===== config.mk =====
export PLATFORM = sky130hd
export DESIGN_NAME = reg_bus_ctrl_flat
export DESIGN_NICKNAME = d
export VERILOG_FILES = /design/src/rtl/reg_bus_ctrl_pkg.sv /design/src/rtl/reg_bus_ctrl_if.sv /design/src/rtl/reg_bus_ctrl_sel_dec.sv /design/src/rtl/reg_bus_ctrl.sv /design/src/flat_wrapper.sv
export SDC_FILE = /design/constraint.sdc
export NUM_CORES = 1
export LEC_CHECK = 0
export CORE_UTILIZATION = 39
export DETAILED_ROUTE_END_ITERATION = 10
export PLACE_DENSITY = 0.75
export SLEW_MARGIN = 15
export SYNTH_ARGS = -nofsm -noshare
export SYNTH_HDL_FRONTEND = slang
export SYNTH_SLANG_ARGS = --single-unit

===== constraint.sdc =====
create_clock -name clk -period 1.8 [get_ports clk]
set_input_delay 0.36 -clock clk [delete_from_list [all_inputs] [get_ports clk]]
set_output_delay 0.36 -clock clk [all_outputs]
set_load 0.01 [all_outputs]

===== src/rtl/reg_bus_ctrl_pkg.sv =====
// Shared types and defaults for the 74LS173 bus sequencer: command opcodes,
// FSM states and the latched command record.
package reg_bus_pkg;

    localparam int W_DEF    = 4;
    localparam int NREG_DEF = 4;

    typedef enum logic [1:0] {
        OP_LOAD  = 2'b00,
        OP_MOVE  = 2'b01,
        OP_READ  = 2'b10,
        OP_CLEAR = 2'b11
    } op_e;

    typedef enum logic [2:0] {
        S_IDLE,
        S_DRIVE,
        S_WRITE,
        S_CLEAR,
        S_DONE
    } state_e;

    typedef struct packed {
        op_e        op;
        logic [1:0] src;
        logic [1:0] dst;
    } cmd_t;

endpackage


===== src/rtl/reg_bus_ctrl_if.sv =====
// Command-side handshake of the register bus sequencer: one strobed command
// in, busy/done status and read-out data back.
interface reg_bus_ctrl_if #(
    parameter int W = reg_bus_pkg::W_DEF
) ();
    import reg_bus_pkg::*;

    logic         req;
    op_e          op;
    logic [1:0]   src;
    logic [1:0]   dst;
    logic [W-1:0] din;
    logic         busy;
    logic         done;
    logic [W-1:0] dout;
    logic         dout_valid;

    modport master (
        output req, op, src, dst, din,
        input  busy, done, dout, dout_valid
    );

    modport slave (
        input  req, op, src, dst, din,
        output busy, done, dout, dout_valid
    );

endinterface


===== src/rtl/reg_bus_ctrl_sel_dec.sv =====
// Index-plus-enable decoder producing one active-low 2-bit control pair per
// register; an index with no matching register leaves every pair inactive.
module reg_sel_dec #(
    parameter int NREG = 4
) (
    input  logic              en,
    input  logic [1:0]        idx,
    output logic [2*NREG-1:0] field
);

    always_comb begin
        // NOTE: default assigned before the loop so every bit is written on every path; otherwise a latch is inferred.
        field = '1;
        for (int i = 0; i < NREG; i++) begin
            if (en && idx == 2'(i)) field[2*i +: 2] = 2'b00;
        end
    end

endmodule


===== src/rtl/reg_bus_ctrl.sv =====
// Single-transfer sequencer for a bank of 74LS173 registers on one shared bus.
// All outputs are registered from the next-state decode so they change only at clock edges.
module reg_bus_ctrl
    import reg_bus_pkg::*;
#(
    parameter int NREG = NREG_DEF,
    parameter int W    = W_DEF
) (
    input  logic              clk,
    input  logic              clr,
    reg_bus_ctrl_if.slave     cmd,
    output logic [2*NREG-1:0] reg_g,
    output logic [2*NREG-1:0] reg_mn,
    output logic [NREG-1:0]   reg_clr,
    output logic [W-1:0]      bus_d,
    input  logic [W-1:0]      bus_q
);

    state_e            state, state_nxt;
    cmd_t              cmd_q, cmd_nxt;
    logic [W-1:0]      bus_d_nxt;
    logic [NREG-1:0]   clr_nxt;
    logic [2*NREG-1:0] g_nxt, mn_nxt;

    always_ff @(posedge clk) begin
        // NOTE: sequential state uses non-blocking assignments so every flop samples pre-edge values.
        if (clr) state <= S_IDLE;
        else     state <= state_nxt;
    end

    always_comb begin
        state_nxt = state;
        cmd_nxt   = cmd_q;
        bus_d_nxt = bus_d;
        clr_nxt   = '0;

        unique case (state)
            S_IDLE: begin
                if (cmd.req) begin
                    cmd_nxt.op  = cmd.op;
                    cmd_nxt.src = cmd.src;
                    cmd_nxt.dst = cmd.dst;
                    unique case (cmd.op)
                        OP_LOAD:          state_nxt = S_WRITE;
                        OP_MOVE, OP_READ: state_nxt = S_DRIVE;
                        default:          state_nxt = S_CLEAR;
                    endcase
                end
            end
            S_DRIVE:          state_nxt = (cmd_q.op == OP_READ) ? S_DONE : S_WRITE;
            S_WRITE, S_CLEAR: state_nxt = S_DONE;
            default:          state_nxt = S_IDLE;
        endcase

        // bus_d doubles as the MOVE hold register: it captures bus_q on the
        // same edge that ends DRIVE, and holds din for a LOAD.
        if (state_nxt == S_WRITE) bus_d_nxt = (state == S_IDLE) ? cmd.din : bus_q;

        for (int i = 0; i < NREG; i++) begin
            clr_nxt[i] = (state_nxt == S_CLEAR) && (cmd_nxt.dst == 2'(i));
        end
    end

    reg_sel_dec #(.NREG(NREG)) u_g_dec (
        .en    (state_nxt == S_WRITE),
        .idx   (cmd_nxt.dst),
        .field (g_nxt)
    );

    reg_sel_dec #(.NREG(NREG)) u_mn_dec (
        .en    (state_nxt == S_DRIVE),
        .idx   (cmd_nxt.src),
        .field (mn_nxt)
    );

    always_ff @(posedge clk) begin
        if (clr) begin
            cmd_q          <= '0;
            bus_d          <= '0;
            reg_g          <= '1;
            reg_mn         <= '1;
            reg_clr        <= '0;
            cmd.busy       <= 1'b0;
            cmd.done       <= 1'b0;
            cmd.dout       <= '0;
            cmd.dout_valid <= 1'b0;
        end else begin
            cmd_q          <= cmd_nxt;
            bus_d          <= bus_d_nxt;
            reg_g          <= g_nxt;
            reg_mn         <= mn_nxt;
            reg_clr        <= clr_nxt;
            cmd.busy       <= (state_nxt != S_IDLE);
            cmd.done       <= (state_nxt == S_DONE);
            cmd.dout_valid <= (state_nxt == S_DONE) && (cmd_q.op == OP_READ);
            if (state == S_DRIVE && cmd_q.op == OP_READ) cmd.dout <= bus_q;
        end
    end

endmodule


===== src/flat_wrapper.sv =====
// flat-port wrapper written by rule: the top's interface ports become plain ports
module reg_bus_ctrl_flat import reg_bus_pkg::*;
#(
    parameter int NREG = NREG_DEF,
    parameter int W    = W_DEF
)
  (clk, clr, reg_g, reg_mn, reg_clr, bus_d, bus_q, cmd_req, cmd_op, cmd_src, cmd_dst, cmd_din, cmd_busy, cmd_done, cmd_dout, cmd_dout_valid);
  reg_bus_ctrl_if #(.W(W)) cmd_i ();
  input  logic clk;
  input  logic clr;
  output logic [2*NREG-1:0] reg_g;
  output logic [2*NREG-1:0] reg_mn;
  output logic [NREG-1:0] reg_clr;
  output logic [W-1:0] bus_d;
  input  logic [W-1:0] bus_q;
  input wire logic [$bits(cmd_i.req)-1:0] cmd_req;
  input wire logic [$bits(cmd_i.op)-1:0] cmd_op;
  input wire logic [$bits(cmd_i.src)-1:0] cmd_src;
  input wire logic [$bits(cmd_i.dst)-1:0] cmd_dst;
  input wire logic [$bits(cmd_i.din)-1:0] cmd_din;
  output wire logic [$bits(cmd_i.busy)-1:0] cmd_busy;
  output wire logic [$bits(cmd_i.done)-1:0] cmd_done;
  output wire logic [$bits(cmd_i.dout)-1:0] cmd_dout;
  output wire logic [$bits(cmd_i.dout_valid)-1:0] cmd_dout_valid;
  assign cmd_i.req = cmd_req;
  assign cmd_i.op = cmd_op;
  assign cmd_i.src = cmd_src;
  assign cmd_i.dst = cmd_dst;
  assign cmd_i.din = cmd_din;
  assign cmd_busy = cmd_i.busy;
  assign cmd_done = cmd_i.done;
  assign cmd_dout = cmd_i.dout;
  assign cmd_dout_valid = cmd_i.dout_valid;
  reg_bus_ctrl #(.NREG(NREG), .W(W)) u_core (.clk(clk), .clr(clr), .cmd(cmd_i), .reg_g(reg_g), .reg_mn(reg_mn), .reg_clr(reg_clr), .bus_d(bus_d), .bus_q(bus_q));
endmodule

==> flow_summary.yaml <==
timing:
  hold_ws_ns: 0.4993
  tightestPinTransition_ns: 0.2875
  rsz0062_at_grt: "no"
  finalCriticalPeriod_ns: 1.744
  finalHoldViolations: 0
  drv_slew: 0
  fin_crit_sh: 0.9686
  max-slew-margin-rel: 0.8028
  max_freq_mhz: 573.6
  setup_ws_ns: 0.05649
  finalSetupViolations: 0
  fin_worst_skew_ns: 0.007676
clock_tree:
  cts_hold_buf: 0
  cts_tree: "done"
  numCtsBuffers: 5
  cts_num_sinks: 32
  clock-root-buffer: "clkbuf_4"
  clk_pin_slew_worst_paths_ns: 0.09
  htree_levels: 2
  cts_buffer_depth: 2
  clock_latency_ns: 0.34
logic_synthesis:
  muxShareOfSynthArea: 0.07692
  synthCells: 135
  synth_compound_area_frac: 0.1279
  synth_area_leaders: "dfxtp_1, mux2i_1, buf_4"
  yosysWarningCount: 0
  synthXorXnorAreaFrac: 0
  synth_adder_area_share: 0.009615
  synth_seq_area_share: 0.4923
  ys_seq_elements: 32
  synth_top_area_share: 0.4923
  syn-num-nets: 153
  syn_area_mm2: 0.001301
  avgSynthCellArea_um2: 9.639
  synth_top_family_by_area: "simple AND/OR/NAND/NOR gates"
  yosysUniqueCellTypes: 27
  synth_top_cell_by_area: "dfxtp_1"
  synth-simple-area-share: 0.1952
layout:
  diodes: 0
  fillers: 285
  drive_above_1_share: 0.1710
  finalInstanceArea_mm2: 0.001933
  layout_common_cells: "clkdlybuf4s50_1, dfxtp_1, nand2_1, buf_4, nor2_1"
  nNetsFinal: 210
  syn2layout_area_growth_pct: 48.56
  layout_commonest_cell: "clkdlybuf4s50_1"
setup_path:
  path_max_fanout: 5
  cp.required_ns: 2.02
  r2r_start: "u_core.state[1]$_SDFF_PP0_"
  end_kind: "flop"
  crit_type: "flop to flop"
  cp-start-kind: "flop"
  rr_worst_depth: 5
  r2r_slack_ns: 0.06
  r2r_end: "u_core.reg_mn[1]$_SDFF_PP1_"
  arrival_ns: 1.96
drt:
  routed_wl_mm: 2.935
  wl_per_cell_um: 12.38
  route.vias.total: 1158
  drc: 0
  firstDrtPassIters: 4
  ant_nets: 0
  drt_iter0_drc: 18
  vias_per_cell: 4.886
flow_run:
  timing.max_cap.violations: 0
floorplanning:
  die_area_mm2: 0.003571
  initial_core_util: 0.4194
  core_mm2: 0.003103
  die_w_um: 59.76
  die_h_um: 59.76
  boundaryPins: 48
  num_rows: 20
worst_hold_path:
  hold_class: "flop to flop"
  whs_path_depth: 2
  hp-start: "u_core.cmd_q[5]$_SDFFE_PP0P_"
  min_to: "u_core.cmd_q[5]$_SDFFE_PP0P_"
place:
  place_congestion: 0.7315
  dp_slack_ns: -0.3568
  hpwl_mm: 2.231
  place_area_mm2: 0.001846
  port_buffers: 47
power_and_ir_drop:
  power_density_mw_per_mm2: 812.9
  vdd_ir_drop_max_mv: 0.4166
  cellLeakagePower_nw: 0.8095
outcome:
  outcome: "finished, final reports clean"
grt:
  grt_max_degree: 24
  antenna_found_initial: 0
  grt_overflow: 0
  grt_pass1_vias: 1141
  grt_pass1_wl_mm: 4.857
  grt_use_total: 0.1861
-- Yosys cell counts --
cell	count
buf_4	8
a21o_1	1
buf_6	2
nor4b_4	1
or3_1	5
o2111a_1	1
clkbuf_1	2
nor3b_1	2
nor3_1	4
a21oi_1	10
a311oi_1	4
nor4bb_1	1
a31oi_1	4
nor2_1	14
buf_1	1
or4b_4	1
nand3_1	1
nand2_1	16
nand4b_1	1
a32o_2	1
dfxtp_1	32
nand2b_1	1
ha_1	1
mux2i_1	10
and3_2	1
a221oi_4	1
inv_1	9
-- worst max path at each step --
stage,startpoint,endpoint
finish,u_core.state[1]$_SDFF_PP0_,u_core.reg_mn[1]$_SDFF_PP1_
global route,u_core.state[1]$_SDFF_PP0_,u_core.reg_mn[1]$_SDFF_PP1_
CTS,cmd_req,u_core.reg_mn[1]$_SDFF_PP1_
detailed placement,cmd_req,u_core.reg_g[1]$_SDFF_PP1_
global placement,cmd_req,u_core.reg_g[1]$_SDFF_PP1_
floorplan,u_core.state[1]$_SDFF_PP0_,u_core.reg_mn[1]$_SDFF_PP1_
-- worst max-delay path: stages, from the launching register on --
cell	delay (ns)
dfxtp_1	0.37
or4b_4	0.59
or3_4	0.36
inv_2	0.06
o2111a_1	0.18
nand2_1	0.06
-- sequential cells by signal, summed over array words and instances (netlist names) --
signal,cells
u_core.cmd.busy,1
u_core.cmd.dout_valid,1
u_core.state,3
u_core.reg_mn,4
u_core.reg_g,4
u_core.cmd_q,6
u_core.bus_d,4
u_core.cmd.dout,4
u_core.reg_clr,4
u_core.cmd.done,1
-- area by class of cell --
class,instances,area (um2),area share
Sequential cell,32,640.6,0.3314
Multi-Input combinational cell,81,549.3,0.2841
Timing Repair Buffer,63,593.1,0.3068
Clock buffer,6,51.30,0.02654
Tap cell,44,55.05,0.02848
Inverter,9,33.78,0.01748
Clock inverter,2,10.01,0.005178
-- report_power, final --
part           internal [mW]  switching [mW]  total (mW)
sequential             0.748          0.0273       0.775
clock                  0.186           0.249       0.434
combinational          0.200           0.162       0.362
total                   1.13           0.438        1.57
-- per-stage QoR --
stage	TNS, ns	utilization	std cells	power, mW
6_report	0	0.6230	237	1.571
2_1_floorplan	0	-	135	0.9768
5_1_grt	0	0.6230	237	1.649
4_1_cts	0	0.6145	236	1.577
3_3_place_gp	-4.083	0.5948	228	1.134
3_5_place_dp	-4.602	0.5948	228	1.145
-- timing repair --
action | in CTS | in global routing
setup buffers | 0 | 1
resized for setup | 0 | 5
setup endpoints to repair | 0 | 9
-- layer usage --
layer	vias up	global-route usage	share of wire
met3	5	0.06710	0.069
met2	52	0.3460	0.50
met5	-	0	0
met1	530	0.1861	0.41
met4	0	0.07309	0.016
li1	571	-	-
-- logic make-up (layout without fill, tap and decap cells) --
kind of cell | count (synthesis) | in the layout
AO/OA/AOI/OAI | 22 | 22
AND/OR/NAND/NOR | 48 | 48
multiplexers | 10 | 10
adder cells (fa/ha/maj) | 1 | 1
buffers and inverters | 22 | 80
flip-flops | 32 | 32
Power figures use the tool's default switching activity.
